`src/rtl/sprite_arb_pkg.sv`:
```
// ---------------------------------------------------------------------------
// sprite_arb_pkg
// Shared constants and types for the sprite fetch arbiter.
//   N_REQ      : number of sprite requesters (guy + three trophies)
//   AW         : sprite ROM address width (18x18 = 324 words)
//   DW         : pixel width, RGB444
//   ID_W       : width of a requester id
//   REQ_GUY, REQ_TROPHY0..2 : requester slot numbers
//   id_t       : requester id type
// ---------------------------------------------------------------------------
package sprite_arb_pkg;

    localparam int N_REQ = 4;
    localparam int AW    = 9;
    localparam int DW    = 12;
    localparam int ID_W  = (N_REQ > 1) ? $clog2(N_REQ) : 1;

    localparam int REQ_GUY     = 0;
    localparam int REQ_TROPHY0 = 1;
    localparam int REQ_TROPHY1 = 2;
    localparam int REQ_TROPHY2 = 3;

    typedef logic [ID_W-1:0] id_t;

endpackage

```
`src/rtl/sprite_fetch_arbiter_rr_pick.sv`:
```
// ---------------------------------------------------------------------------
// rr_pick
// Purely combinational round-robin picker. The search starts at ptr_i and
// wraps from N-1 back to 0; the first eligible slot found wins.
// Ports:
//   elig_i : eligible requesters (already masked / qualified)
//   ptr_i  : search start position
//   gnt_o  : one-hot grant (all zero when nothing is eligible)
//   idx_o  : index of the granted slot (0 when nothing is eligible)
//   any_o  : a grant was made
// ---------------------------------------------------------------------------
module rr_pick #(
    parameter int N  = 4,
    parameter int IW = 2
) (
    input  logic [N-1:0]  elig_i,
    input  logic [IW-1:0] ptr_i,
    output logic [N-1:0]  gnt_o,
    output logic [IW-1:0] idx_o,
    output logic          any_o
);

    always_comb begin
        gnt_o = '0;
        idx_o = '0;
        any_o = 1'b0;
        for (int off = 0; off < N; off++) begin
            int j;
            j = int'(ptr_i) + off;
            // ptr never exceeds N-1, so a single subtraction is a full wrap
            if (j >= N) j = j - N;
            if (!any_o && elig_i[j]) begin
                any_o    = 1'b1;
                gnt_o[j] = 1'b1;
                idx_o    = IW'(j);
            end
        end
    end

endmodule

```
`src/rtl/sprite_fetch_arbiter.sv`:
```
// ---------------------------------------------------------------------------
// sprite_fetch_arbiter
// Round-robin arbiter sharing one sprite ROM between the guy and trophy
// sprite engines. One grant per cycle, registered ROM port, and the owner id
// rides a ROM_LAT-deep pipeline so each returned pixel is tagged.
// Ports:
//   clk, rst_n            : pixel clock, async active-low reset
//   req, req_addr         : per-requester request and packed ROM address
//   req_mask              : per-requester enable (0 blocks grants)
//   frame_start           : vsync pulse, rewinds the pointer, no grant
//   gnt                   : combinational one-hot grant
//   rom_en, rom_addr      : registered shared-ROM read port
//   rom_data              : ROM read data, ROM_LAT cycles after rom_en
//   rsp_valid/id/data     : fetched pixel with owner id
//   conflict_cnt          : only with SPRITE_FETCH_ARBITER_PERF_EN defined;
//                           saturating count of cycles with >=2 eligible
//                           requesters pending, cleared by frame_start
// ---------------------------------------------------------------------------
module sprite_fetch_arbiter #(
    parameter  int N_REQ   = sprite_arb_pkg::N_REQ,
    parameter  int AW      = sprite_arb_pkg::AW,
    parameter  int DW      = sprite_arb_pkg::DW,
    parameter  int ROM_LAT = 1,
    localparam int IDW     = (N_REQ > 1) ? $clog2(N_REQ) : 1
) (
    input  logic                clk,
    input  logic                rst_n,
    input  logic [N_REQ-1:0]    req,
    input  logic [N_REQ*AW-1:0] req_addr,
    input  logic [N_REQ-1:0]    req_mask,
    input  logic                frame_start,
`ifdef SPRITE_FETCH_ARBITER_PERF_EN
    output logic [15:0]         conflict_cnt,
`endif
    output logic [N_REQ-1:0]    gnt,
    output logic                rom_en,
    output logic [AW-1:0]       rom_addr,
    input  logic [DW-1:0]       rom_data,
    output logic                rsp_valid,
    output logic [IDW-1:0]      rsp_id,
    output logic [DW-1:0]       rsp_data
);

    import sprite_arb_pkg::*;

    logic [N_REQ-1:0] pending;
    logic [N_REQ-1:0] elig;
    logic [IDW-1:0]   ptr_q, ptr_d;
    logic [IDW-1:0]   gnt_idx;
    logic             gnt_any;

    logic             rom_en_q;
    logic [AW-1:0]    rom_addr_q;
    logic [IDW-1:0]   rom_id_q;

    logic [ROM_LAT-1:0] vld_q;
    logic [IDW-1:0]     id_pipe_q [ROM_LAT];
    logic [DW-1:0]      data_hold_q;

    assign pending = req & req_mask;
    assign elig    = frame_start ? '0 : pending;

    rr_pick #(
        .N  (N_REQ),
        .IW (IDW)
    ) u_pick (
        .elig_i (elig),
        .ptr_i  (ptr_q),
        .gnt_o  (gnt),
        .idx_o  (gnt_idx),
        .any_o  (gnt_any)
    );

    // frame_start rewinds the search; otherwise advance past the winner
    always_comb begin
        ptr_d = ptr_q;
        if (frame_start)
            ptr_d = '0;
        else if (gnt_any)
            ptr_d = (gnt_idx == IDW'(N_REQ - 1)) ? '0 : gnt_idx + 1'b1;
    end

    always_ff @(posedge clk or negedge rst_n) begin
        if (!rst_n) begin
            ptr_q      <= '0;
            rom_en_q   <= 1'b0;
            rom_addr_q <= '0;
            rom_id_q   <= '0;
        end else begin
            ptr_q    <= ptr_d;
            rom_en_q <= gnt_any;
            if (gnt_any) begin
                rom_addr_q <= req_addr[gnt_idx*AW +: AW];
                rom_id_q   <= gnt_idx;
            end
        end
    end

    // Id stages load only behind a valid entry, so the last stage keeps the
    // most recent delivered id while the pipeline is idle.
    always_ff @(posedge clk or negedge rst_n) begin
        if (!rst_n) begin
            vld_q       <= '0;
            data_hold_q <= '0;
            for (int k = 0; k < ROM_LAT; k++) id_pipe_q[k] <= '0;
        end else begin
            vld_q[0] <= rom_en_q;
            if (rom_en_q) id_pipe_q[0] <= rom_id_q;
            for (int k = 1; k < ROM_LAT; k++) begin
                vld_q[k] <= vld_q[k-1];
                if (vld_q[k-1]) id_pipe_q[k] <= id_pipe_q[k-1];
            end
            if (vld_q[ROM_LAT-1]) data_hold_q <= rom_data;
        end
    end

    assign rom_en    = rom_en_q;
    assign rom_addr  = rom_addr_q;
    assign rsp_valid = vld_q[ROM_LAT-1];
    assign rsp_id    = id_pipe_q[ROM_LAT-1];
    // ROM data lands in the response cycle itself; hold the last pixel after
    assign rsp_data  = rsp_valid ? rom_data : data_hold_q;

`ifdef SPRITE_FETCH_ARBITER_PERF_EN
    logic [15:0] conflict_q;

    // Contention is judged on pending requests, even in a frame_start cycle
    always_ff @(posedge clk or negedge rst_n) begin
        if (!rst_n)
            conflict_q <= '0;
        else if (frame_start)
            conflict_q <= '0;
        else if (($countones(pending) >= 2) && (conflict_q != 16'hFFFF))
            conflict_q <= conflict_q + 16'd1;
    end

    assign conflict_cnt = conflict_q;
`endif

endmodule

```
`config.mk`:
```
export PLATFORM = sky130hd
export DESIGN_NAME = sprite_fetch_arbiter
export DESIGN_NICKNAME = d
export VERILOG_FILES = /design/src/rtl/sprite_arb_pkg.sv /design/src/rtl/sprite_fetch_arbiter_rr_pick.sv /design/src/rtl/sprite_fetch_arbiter.sv
export SDC_FILE = /design/constraint.sdc
export NUM_CORES = 1
export LEC_CHECK = 0
export ABC_AREA = 1
export BUFFER_PORTS_ARGS = -buffer_cell sky130_fd_sc_hd__buf_2
export CAP_MARGIN = 30
export CELL_PAD_IN_SITES_DETAIL_PLACEMENT = 1
export CELL_PAD_IN_SITES_GLOBAL_PLACEMENT = 2
export CORE_AREA = 2 2 92 94
export CTS_CLUSTER_DIAMETER = 200
export DETAILED_ROUTE_END_ITERATION = 7
export DIE_AREA = 0 0 94 96
export PLACE_DENSITY_LB_ADDON = 0.1
export SLEW_MARGIN = 15
export SYNTH_ARGS = -nofsm -noshare
export SYNTH_HDL_FRONTEND = slang
export SYNTH_HIERARCHICAL = 1
export SYNTH_SLANG_ARGS = --single-unit
```
`constraint.sdc`:
```
create_clock -name clk -period 3.4 [get_ports clk]
set_clock_uncertainty 0.2 [all_clocks]
set_input_delay 0.68 -clock clk [delete_from_list [all_inputs] [get_ports clk]]
set_output_delay 0.68 -clock clk [all_outputs]
set_load 0.05 [all_outputs]
```
==> results of run 1 <==
[worst max-delay path: cells and delay by family]
family	cells	cell delay, ns
buffers and inverters	4	0.69
AND/OR/NAND/NOR	7	0.78
[synth_stat cells]
library cell / n / area [µm²]
sky130_fd_sc_hd__a21boi_0: 4 / 30.0
sky130_fd_sc_hd__a21oi_1: 7 / 35.0
sky130_fd_sc_hd__buf_2: 5 / 25.0
sky130_fd_sc_hd__buf_4: 1 / 7.51
sky130_fd_sc_hd__buf_6: 2 / 22.5
sky130_fd_sc_hd__dfrtp_1: 29 / 726
sky130_fd_sc_hd__ha_1: 9 / 113
sky130_fd_sc_hd__inv_1: 40 / 150
sky130_fd_sc_hd__inv_2: 4 / 15.0
sky130_fd_sc_hd__mux2_1: 10 / 113
sky130_fd_sc_hd__mux2_2: 4 / 45.0
sky130_fd_sc_hd__nand2_1: 75 / 282
sky130_fd_sc_hd__nand2_2: 6 / 37.5
sky130_fd_sc_hd__nand3_1: 30 / 150
sky130_fd_sc_hd__nand3_2: 2 / 20.0
sky130_fd_sc_hd__nand4_1: 12 / 75.1
sky130_fd_sc_hd__nor2_1: 7 / 26.3
sky130_fd_sc_hd__nor2_2: 1 / 6.26
sky130_fd_sc_hd__nor2_4: 1 / 11.3
sky130_fd_sc_hd__o211ai_1: 5 / 37.5
sky130_fd_sc_hd__o21a_1: 1 / 7.51
sky130_fd_sc_hd__o31ai_1: 1 / 7.51
[power by group through the flow]
stage	logic, mW	registers, mW	clock network, mW
after floorplan	1.36	0.872	0
after global placement	2.14	0.612	0
after detailed placement	2.13	0.621	0
after CTS	2.14	0.614	0.388
after global routing	2.31	0.635	0.403
final	2.09	0.607	0.372
[state kept, by name (all words and copies together), names as in the netlist]
| name | flops |
|---|---|
| rom_addr | 9 |
| rom_en | 1 |
| data_hold_q | 12 |
| rsp_valid | 1 |
| rom_id_q | 2 |
| ptr_q | 2 |
| rsp_id | 2 |
[kinds of logic after synthesis]
logic type,Yosys count,share of synthesized area [%]
flops,29,37.4
simple gates,134,31.3
mux,14,8.12
compound gates,18,6.06
buf+inv,52,11.3
fa+ha+maj,9,5.80
[area by class of cell]
| type | count | share of cell area (%) |
|---|---|---|
| Multi-Input combinational cell | 175 | 37.8 |
| Clock buffer | 6 | 3.14 |
| Sequential cell | 29 | 27.6 |
| Tap cell | 105 | 4.99 |
| Inverter | 44 | 6.27 |
| Clock inverter | 2 | 1.43 |
| Timing Repair Buffer | 95 | 18.8 |
[final timing paths]
check / start / to / slack (ns) / cells past startpoint
max in group asynchronous: rst_n / rom_addr[4]$_DFFE_PN0P_ / 2.35 / 1
min: rst_n / data_hold_q[9]$_DFF_PN0_ / 0.22 / 1
min reg2reg: rom_en$_DFF_PN0_ / rsp_valid$_DFF_PN0_ / 0.25 / 0
max: frame_start / gnt[1] / 0.37 / 11
max reg2reg: ptr_q[0]$_DFFE_PN0P_ / rom_addr[3]$_DFFE_PN0P_ / 0.86 / 12
min in group clk: rom_en$_DFF_PN0_ / rsp_valid$_DFF_PN0_ / 0.25 / 0
[metal layers]
layer	track usage (%)	vias up
met3	2.19	4
met4	4.71	0
li1	-	1002
met5	0	-
met1	16.5	879
met2	20.5	55
[per-stage QoR]
stage,hold slack (ns),area (µm²),cells
2_1_floorplan,0.184,1940,256
3_3_place_gp,0.232,2510,448
3_5_place_dp,0.244,2510,448
4_1_cts,0.243,2630,456
5_1_grt,0.265,2630,456
6_report,0.222,2630,456
==> results.sh, run 1 <==
export IMPL_cts_made_buffers=5
export IMPL_reg_area_um2=726
export IMPL_cpMostUsedCell="sky130_fd_sc_hd__nand2_1"
export IMPL_final_cell_mix="sky130_fd_sc_hd__buf_2 (87), sky130_fd_sc_hd__nand2_1 (75), sky130_fd_sc_hd__inv_1 (40), sky130_fd_sc_hd__nand3_1 (30), sky130_fd_sc_hd__dfrtp_1 (29)"
export IMPL_die_height_um=96
export IMPL_clkLatencyLatePin_ns=0.28
export IMPL_swShare_pct=55.9
export IMPL_h_tree_depth=2
export IMPL_power_sequential_fraction_pct=19.8
export IMPL_root_buffer_master="sky130_fd_sc_hd__clkbuf_8"
export IMPL_detailroute_wirelength_met3_um=282
export IMPL_detail_route_wirelength_mm=5.53
export IMPL_power_share_combinational_pct=68.1
export IMPL_final_min_clock_period_ns=3.03
export IMPL_path_cells="buf_2, nor2_1, inv_1, nand2_1, nand2_1, nand2_1, nand2_1, inv_1, nand3_1, nand3_1, buf_2"
export IMPL_netlist_instances=256
export IMPL_outcome="finished, final reports clean"
export IMPL_post_route_util_pct=32.7
export IMPL_layout_nets=418
export IMPL_tightestPinTransition_ns=0.649
export IMPL_synth_warnings=6
export IMPL_grt_pass1_vias=1847
export IMPL_synth_distinct_cells=22
export IMPL_holdCritPathClass="primary input to asynchronous set/reset pin"
export IMPL_detailedRoute_firstPassIterationCount=5
export IMPL_fill_cells=1037
export IMPL_route_top_layer_used="met4"
export IMPL_cap_viol_max_count=0
export IMPL_die_area_mm2=0.00902
export IMPL_grt_pass1_wl_mm=8.84
export IMPL_grt_remaining_overflow=0
export IMPL_timing_critical_path_from_type="primary input"
export IMPL_final_common_cell="sky130_fd_sc_hd__buf_2"
export IMPL_floorplan_io_pins=88
export IMPL_synth_cell_area_mm2=0.00194
export IMPL_met2RoutedLength_mm=2.58
export IMPL_drt_antenna_violating_nets=0
export IMPL_tritoncts="yes"
export IMPL_setup_viol=0
export IMPL_finalWeightedCongestion=0.759
export IMPL_drv_slew=0
export IMPL_synth_seq_cells=29
export IMPL_maxClockFrequency_mhz=330
export IMPL_critical_path_arrival_ns=2.15
export IMPL_report_power_total_mw=3.07
export IMPL_post_drt_via_cell_ratio=4.25
export IMPL_crit_path_max_fanout=8
export IMPL_area_used_by_multi_input_combinational_logic_um2=996
export IMPL_max_stage_delay_ns=0.26
export IMPL_coreArea_mm2=0.00805
export IMPL_gr_usage_all_layers_pct=12.5
export IMPL_net_switching_power_mw=1.72
export IMPL_power_density_mw_per_mm2=1170
export IMPL_power_leakage_nw=1.48
export IMPL_hold_violations=0
export IMPL_postCtsResizedCells=0
export IMPL_initial_utilization_pct=24.1
export IMPL_postCtsHoldBufs=0
export IMPL_grt_max_degree=30
export IMPL_internal_power_mw=1.35
export IMPL_die_width_um=94
export IMPL_avgRoutedWirePerCell_um=12.1
export IMPL_first_iter_violations=44
export IMPL_dp_hpwl_mm=4.39
export IMPL_rows=33
export IMPL_postSynthNetCount=324
export IMPL_crit_slowest_cell="sky130_fd_sc_hd__buf_2"
export IMPL_synth_avg_cell_area_um2=7.59
export IMPL_drcViolationCount=0
export IMPL_power_frac_clock_pct=12.1
export IMPL_port_buffers=87
export IMPL_setup_tns_ns=0
export IMPL_final_period_utilization_pct=89.1
export IMPL_initial_antenna_violation_count=0
export IMPL_place_worst_setup_slack_ns=0.379
export IMPL_slew_limit_headroom_pct=56.7
export IMPL_worstSetupPathType="primary input to output port"
export IMPL_synth_sequential_area_ratio_pct=37.4
export IMPL_critical_path_required_time_ns=2.52
export IMPL_final_critical_path_setup_slack_ns=0.371
export IMPL_cts_buffer_depth=2
export IMPL_clkSinkCount=29
export IMPL_met1Wirelength_mm=2.58
export IMPL_crit_path_end_kind="output port"
export IMPL_via_count=1940
export IMPL_drive_gt1_share_pct=34.5
export IMPL_vdd_ir_drop_worst_mv=0.279
export IMPL_grt_setup_unrepaired="false"
export IMPL_areaGrowthSynthToFinish_pct=35.6
export IMPL_clk_pin_slew_ns=0.07
export IMPL_post_cts_setup_buffers=0
export IMPL_antenna_cells=0
(Power assumes the default switching activity.)
==> run 2, diff against run 1 <==
--- a/config.mk
+++ b/config.mk
@@ -5,15 +5,14 @@
 export SDC_FILE = /design/constraint.sdc
 export NUM_CORES = 1
 export LEC_CHECK = 0
-export ABC_AREA = 1
 export BUFFER_PORTS_ARGS = -buffer_cell sky130_fd_sc_hd__buf_2
 export CAP_MARGIN = 30
 export CELL_PAD_IN_SITES_DETAIL_PLACEMENT = 1
 export CELL_PAD_IN_SITES_GLOBAL_PLACEMENT = 2
-export CORE_AREA = 2 2 92 94
+export CORE_AREA = 2 2 85 87
 export CTS_CLUSTER_DIAMETER = 200
 export DETAILED_ROUTE_END_ITERATION = 7
-export DIE_AREA = 0 0 94 96
+export DIE_AREA = 0 0 87 89
 export PLACE_DENSITY_LB_ADDON = 0.1
 export SLEW_MARGIN = 15
 export SYNTH_ARGS = -nofsm -noshare
==> results.sh, run 2 <==
export IMPL_rows=30
export IMPL_die_height_um=89
export IMPL_largest_register_ffs=12
export IMPL_synth_seq_cells=29
export IMPL_synth_compound_area_share_pct=11.8
export IMPL_power_leakage_nw=1.17
export IMPL_root_buffer_master="sky130_fd_sc_hd__clkbuf_8"
export IMPL_crit_slowest_cell="sky130_fd_sc_hd__mux4_1"
export IMPL_tritoncts="yes"
export IMPL_commonest_register_cell_after_synthesis="sky130_fd_sc_hd__dfrtp_1"
export IMPL_drcViolationCount=0
export IMPL_final_period_utilization_pct=95.6
export IMPL_final_min_clock_period_ns=3.25
export IMPL_initial_utilization_pct=26.8
export IMPL_gr_usage_all_layers_pct=12.9
export IMPL_avgRoutedWirePerCell_um=14.9
export IMPL_async_flop_share_pct=100
export IMPL_dp_cells=319
export IMPL_slew_limit_headroom_pct=57.6
export IMPL_grt_pass1_wl_mm=7.73
export IMPL_yosysTopAreaCellShare_pct=40.4
export IMPL_critical_path_required_time_ns=2.52
export IMPL_crit_path_max_fanout=6
export IMPL_clkLatencyLatePin_ns=0.27
export IMPL_cap_viol_max_count=0
export IMPL_timing_critical_path_max_delay_family="multiplexers"
export IMPL_die_area_mm2=0.00774
export IMPL_clkSinkCount=29
export IMPL_netlist_instances=151
export IMPL_initial_antenna_violation_count=0
export IMPL_layout_nets=315
export IMPL_yosys_area_share_simple_pct=9.81
export IMPL_coreArea_mm2=0.00672
export IMPL_maxClockFrequency_mhz=308
export IMPL_grt_remaining_overflow=0
export IMPL_setup_viol=0
export IMPL_final_cell_mix="sky130_fd_sc_hd__buf_2 (83), sky130_fd_sc_hd__dfrtp_1 (28), sky130_fd_sc_hd__mux2i_1 (20), sky130_fd_sc_hd__mux2_2 (17), sky130_fd_sc_hd__buf_4 (13)"
export IMPL_fill_cells=787
export IMPL_xor_xnor_portion_of_the_synthesized_cell_area_pct=0
export IMPL_detailedRoute_firstPassIterationCount=4
export IMPL_areaGrowthSynthToFinish_pct=36.7
export IMPL_hold_violations=0
export IMPL_antenna_cells=0
export IMPL_synth_top_family_by_area="multiplexers"
export IMPL_drv_slew=0
export IMPL_vdd_ir_drop_worst_mv=0.249
export IMPL_outcome="finished, final reports clean"
export IMPL_grt_max_degree=30
export IMPL_postCtsHoldBufs=0
export IMPL_final_critical_path_setup_slack_ns=0.149
export IMPL_timing_critical_path_from_type="primary input"
export IMPL_cp_buffers_inverters=2
export IMPL_post_route_util_pct=36.6
export IMPL_largest_register="data_hold_q"
export IMPL_worstSetupPathType="primary input to output port"
export IMPL_hold_ws_ns=0.225
export IMPL_setup_tns_ns=0
export IMPL_drt_antenna_violating_nets=0
export IMPL_grt_setup_unrepaired="false"
export IMPL_synth_largest_area_cell="sky130_fd_sc_hd__dfrtp_1"
export IMPL_synth_cell_area_mm2=0.00180
export IMPL_via_count=1581
export IMPL_drive_gt1_share_pct=51.6
export IMPL_postSynthNetCount=219
export IMPL_detailroute_wirelength_met3_um=220
export IMPL_tightestPinTransition_ns=0.635
export IMPL_power_density_mw_per_mm2=972
export IMPL_h_tree_depth=2
export IMPL_met1Wirelength_mm=1.99
export IMPL_synth_mux_area_share_pct=27.4
export IMPL_area_used_by_multi_input_combinational_logic_mm2=0.00100
export IMPL_route_top_layer_used="met4"
export IMPL_synth_warnings=6
export IMPL_critical_path_arrival_ns=2.37
export IMPL_max_stage_delay_ns=0.58
export IMPL_cts_buffer_depth=2
export IMPL_crit_path_end_kind="output port"
export IMPL_cts_made_buffers=5
export IMPL_grt_pass1_vias=1595
export IMPL_synth_fa_ha_area_share_pct=6.26
export IMPL_reg2regPathDepth=8
export IMPL_synth_distinct_cells=27
export IMPL_synth_avg_cell_area_um2=11.9
export IMPL_floorplan_io_pins=88
export IMPL_post_drt_via_cell_ratio=4.82
export IMPL_synth_sequential_area_ratio_pct=40.4
export IMPL_final_common_cell="sky130_fd_sc_hd__buf_2"
export IMPL_stdcell_count=328
export IMPL_finalWeightedCongestion=0.731
export IMPL_post_dp_cell_area_mm2=0.00236
export IMPL_clk_pin_slew_ns=0.06
export IMPL_path_cells="buf_2, nor2_1, mux4_1, nor4b_4, a22oi_1, o21ai_1, buf_4"
export IMPL_holdCritPathClass="primary input to asynchronous set/reset pin"
export IMPL_design_area_mm2=0.00246
export IMPL_met2RoutedLength_mm=2.60
export IMPL_detail_route_wirelength_mm=4.89
export IMPL_report_power_total_mw=2.39
export IMPL_die_width_um=87
export IMPL_synth_edff_count=0
export IMPL_timing_critical_path_depth=7
export IMPL_synth_top_cells_by_area="sky130_fd_sc_hd__dfrtp_1 (40%), sky130_fd_sc_hd__mux2i_1 (11%), sky130_fd_sc_hd__mux2_2 (11%)"
export IMPL_first_iter_violations=19
export IMPL_reg_area_um2=727
export IMPL_most_common_cell_in_the_synthesized_netlist="sky130_fd_sc_hd__dfrtp_1"
export IMPL_dp_hpwl_mm=3.85
export IMPL_port_buffers=87
export IMPL_place_worst_setup_slack_ns=0.0705
export IMPL_netlist_top_cells_count="sky130_fd_sc_hd__dfrtp_1 (29), sky130_fd_sc_hd__mux2i_1 (20), sky130_fd_sc_hd__mux2_2 (17)"
run 2: cell types whose count changed after synthesis, moves of 10 or more:
cell and change:
sky130_fd_sc_hd__nand2_1 -69, sky130_fd_sc_hd__nand3_1 -30, sky130_fd_sc_hd__mux2i_1 +20, sky130_fd_sc_hd__nand2b_1 +12
sky130_fd_sc_hd__mux2_1 -10, sky130_fd_sc_hd__nand4_1 -12, sky130_fd_sc_hd__inv_1 -35, sky130_fd_sc_hd__mux2_2 +13
run 2: timing repair:
action / in CTS / in global routing
setup endpoints to repair: 0 / 4
endpoints found under the hold margin: 0 / 0
buffers inserted: 0 / 1
gates resized for setup: 0 / 12
run 2: metal layers:
layer  track usage, %  vias to the layer above
li1                 -                      755
met1             15.1                      781
met2             23.5                       40
met3             2.68                        5
met4             4.69                        0
met5                0                        -
run 2: layout make-up:
cell class | instances | area share, %
clock buffer | 6 | 2.95
clock inverter | 2 | 0.407
inverter | 5 | 0.764
multi-input combinational | 109 | 40.9
sequential | 29 | 29.6
tap | 80 | 4.07
timing repair buffer | 97 | 21.3
run 2: worst paths after layout:
| check | to | slack, ns | from |
|---|---|---|---|
| max in group asynchronous | ptr_q[1]$_DFFE_PN0P_ | 2.32 | rst_n |
| min in group clk | rsp_valid$_DFF_PN0_ | 0.26 | rom_en$_DFF_PN0_ |
| worst max-delay path | gnt[2] | 0.15 | frame_start |
| worst max register to register | rom_addr[2]$_DFFE_PN0P_ | 0.42 | ptr_q[0]$_DFFE_PN0P_ |
| worst min-delay path | rom_addr[4]$_DFFE_PN0P_ | 0.23 | rst_n |
| worst min register to register | rsp_valid$_DFF_PN0_ | 0.26 | rom_en$_DFF_PN0_ |
run 2: cell families after synthesis:
kind of cell / count (synthesis)
simple gates: 30
flops: 29
buf+inv: 13
mux: 41
fa+ha+maj: 9
compound gates: 29
run 2: report_power, final:
part           internal [mW]  leakage [nW]  switching (mW)  total [mW]
logic                  0.501         0.775            1.03        1.53
registers              0.508         0.353          0.0883       0.596
clock network          0.141        0.0450           0.124       0.266
==> run 3, diff against run 2 <==
--- a/config.mk
+++ b/config.mk
@@ -14,6 +14,7 @@
 export DETAILED_ROUTE_END_ITERATION = 7
 export DIE_AREA = 0 0 87 89
 export PLACE_DENSITY_LB_ADDON = 0.1
+export SETUP_SLACK_MARGIN = 0.2
 export SLEW_MARGIN = 15
 export SYNTH_ARGS = -nofsm -noshare
 export SYNTH_HDL_FRONTEND = slang
==> results.sh, run 3 (synthesis gave the netlist of run 2 again) <==
export IMPL_largest_register_ffs=12
export IMPL_postCtsHoldBufs=0
export IMPL_port_buffers=87
export IMPL_timing_critical_path_from_type="primary input"
export IMPL_die_area_mm2=0.00774
export IMPL_hold_violations=0
export IMPL_grt_pass1_wl_mm=7.78
export IMPL_hold_ws_ns=0.228
export IMPL_setup_tns_ns=0
export IMPL_vdd_ir_drop_worst_mv=0.215
export IMPL_holdCritPathClass="primary input to asynchronous set/reset pin"
export IMPL_crit_path_max_fanout=6
export IMPL_final_critical_path_setup_slack_ns=0.243
export IMPL_clk_pin_slew_ns=0.06
export IMPL_power_sequential_fraction_pct=24.1
export IMPL_place_worst_setup_slack_ns=0.0824
export IMPL_final_cell_mix="sky130_fd_sc_hd__buf_2 (80), sky130_fd_sc_hd__dfrtp_1 (28), sky130_fd_sc_hd__mux2i_1 (20), sky130_fd_sc_hd__mux2_2 (17), sky130_fd_sc_hd__buf_4 (14)"
export IMPL_internal_power_mw=1.23
export IMPL_floorplan_io_pins=88
export IMPL_drt_antenna_violating_nets=0
export IMPL_final_common_cell="sky130_fd_sc_hd__buf_2"
export IMPL_grt_remaining_overflow=0
export IMPL_critical_path_startpoint="req_mask[3]"
export IMPL_initial_antenna_violation_count=0
export IMPL_tightestPinTransition_ns=0.650
export IMPL_area_used_by_multi_input_combinational_logic_mm2=0.00107
export IMPL_fill_cells=765
export IMPL_die_height_um=89
export IMPL_grt_pass1_vias=1639
export IMPL_areaGrowthSynthToFinish_pct=47.0
export IMPL_first_iter_violations=27
export IMPL_clkSinkCount=29
export IMPL_power_share_combinational_pct=65.2
export IMPL_power_frac_clock_pct=10.8
export IMPL_critical_path_arrival_ns=2.28
export IMPL_critical_path_required_time_ns=2.52
export IMPL_maxClockFrequency_mhz=317
export IMPL_power_leakage_nw=1.23
export IMPL_final_min_clock_period_ns=3.16
export IMPL_power_density_mw_per_mm2=944
export IMPL_largest_register="data_hold_q"
export IMPL_cp_buffers_inverters=2
export IMPL_setup_viol=0
export IMPL_avgRoutedWirePerCell_um=14.6
export IMPL_grt_max_degree=30
export IMPL_regToRegStartpoint="ptr_q[1]$_DFFE_PN0P_"
export IMPL_root_buffer_master="sky130_fd_sc_hd__clkbuf_8"
export IMPL_cts_buffer_depth=2
export IMPL_swShare_pct=50.7
export IMPL_final_period_utilization_pct=92.9
export IMPL_slew_limit_headroom_pct=56.7
export IMPL_cts_made_buffers=5
export IMPL_via_count=1601
export IMPL_layout_nets=323
export IMPL_dp_hpwl_mm=3.74
export IMPL_path_cells="buf_2, nand2_2, nor2_4, mux4_2, nor4b_4, a22oi_1, o21ai_2, buf_6"
export IMPL_gr_usage_all_layers_pct=12.8
export IMPL_critical_path_reg2reg_endpoint="ptr_q[0]$_DFFE_PN0P_"
export IMPL_cap_viol_max_count=0
export IMPL_max_stage_delay_ns=0.52
export IMPL_detailedRoute_firstPassIterationCount=6
export IMPL_clkLatencyLatePin_ns=0.27
export IMPL_reg2regPathDepth=8
export IMPL_initial_utilization_pct=26.8
export IMPL_coreArea_mm2=0.00672
export IMPL_timing_critical_path_depth=8
export IMPL_crit_path_end="gnt[0]"
export IMPL_crit_slowest_cell="sky130_fd_sc_hd__mux4_2"
export IMPL_detail_route_wirelength_mm=4.91
export IMPL_post_drt_via_cell_ratio=4.76
export IMPL_drive_gt1_share_pct=60.2
export IMPL_timing_critical_path_max_delay_family="simple AND/OR/NAND/NOR gates"
export IMPL_drv_slew=0
export IMPL_drcViolationCount=0
export IMPL_rows=30
export IMPL_outcome="finished, final reports clean"
export IMPL_tritoncts="yes"
export IMPL_net_switching_power_mw=1.27
export IMPL_grt_setup_unrepaired="false"
export IMPL_reg_area_um2=727
export IMPL_die_width_um=87
export IMPL_crit_path_end_kind="output port"
export IMPL_h_tree_depth=2
export IMPL_worstSetupPathType="primary input to output port"
export IMPL_finalWeightedCongestion=0.701
export IMPL_antenna_cells=0
export IMPL_setup_reg_to_reg_worst_slack_ns=0.51
## run 3: cell count changes in the layout (fill, tap and decap cells not counted), moves of 2 or more
cell	delta
sky130_fd_sc_hd__buf_6	+9
sky130_fd_sc_hd__nand2_1	-4
sky130_fd_sc_hd__nand2_2	+4
sky130_fd_sc_hd__nor2_1	-4
sky130_fd_sc_hd__o21ai_1	-4
sky130_fd_sc_hd__o21ai_2	+4
sky130_fd_sc_hd__buf_2	-3
sky130_fd_sc_hd__nor2_4	+3
sky130_fd_sc_hd__a22oi_1	-2
sky130_fd_sc_hd__a22oi_2	+2
## run 3: final cells by class
type                            instances  area share, %
Clock buffer                            5           2.60
Clock inverter                          3          0.663
Inverter                                5          0.710
Multi-Input combinational cell        109           40.6
Sequential cell                        29           27.5
Tap cell                               80           3.79
Timing Repair Buffer                  105           24.1
## run 3: metrics by stage
| stage | instances | total power [mW] | utilization (%) | instance area (µm²) |
|---|---|---|---|---|
| after floorplan | 151 | 1.78 | - | 1810 |
| after global placement | 321 | 2.17 | 35.7 | 2400 |
| after detailed placement | 321 | 2.18 | 35.7 | 2400 |
| after CTS | 331 | 2.49 | 37.5 | 2520 |
| after global routing | 336 | 2.67 | 39.3 | 2640 |
| final | 336 | 2.50 | 39.3 | 2640 |
## run 3: worst min path at each step
stage	to	slack (ns)	depth (start not counted)	start
floorplan	data_hold_q[0]$_DFF_PN0_	0.18	0	rst_n
global placement	rsp_valid$_DFF_PN0_	0.23	0	rom_en$_DFF_PN0_
detailed placement	rsp_valid$_DFF_PN0_	0.24	0	rom_en$_DFF_PN0_
CTS	rom_addr[4]$_DFFE_PN0P_	0.25	1	rst_n
global route	rsp_valid$_DFF_PN0_	0.26	0	rom_en$_DFF_PN0_
finish	rom_addr[4]$_DFFE_PN0P_	0.23	1	rst_n
## run 3: layer usage
layer	global-route usage (%)	vias to the layer above	routed length (µm)
li1	-	773	-
met1	15.0	781	2000
met2	23.5	43	2640
met3	2.22	4	208
met4	4.69	0	54
met5	0	-	0
## run 3: repair_timing
item / CTS / global route
resized for setup: 11 / 24
cloned: 0 / 0
buffers inserted: 2 / 5
pin swaps: 1 / 8
setup endpoints to repair: 4 / 5
## run 3: power by group through the flow
stage / clock network [mW] / registers (mW) / logic, mW
global placement: 0 / 0.602 / 1.57
floorplan: 0 / 0.843 / 0.932
CTS: 0.286 / 0.604 / 1.60
detailed placement: 0 / 0.609 / 1.57
global route: 0.302 / 0.622 / 1.75
finish: 0.269 / 0.601 / 1.63
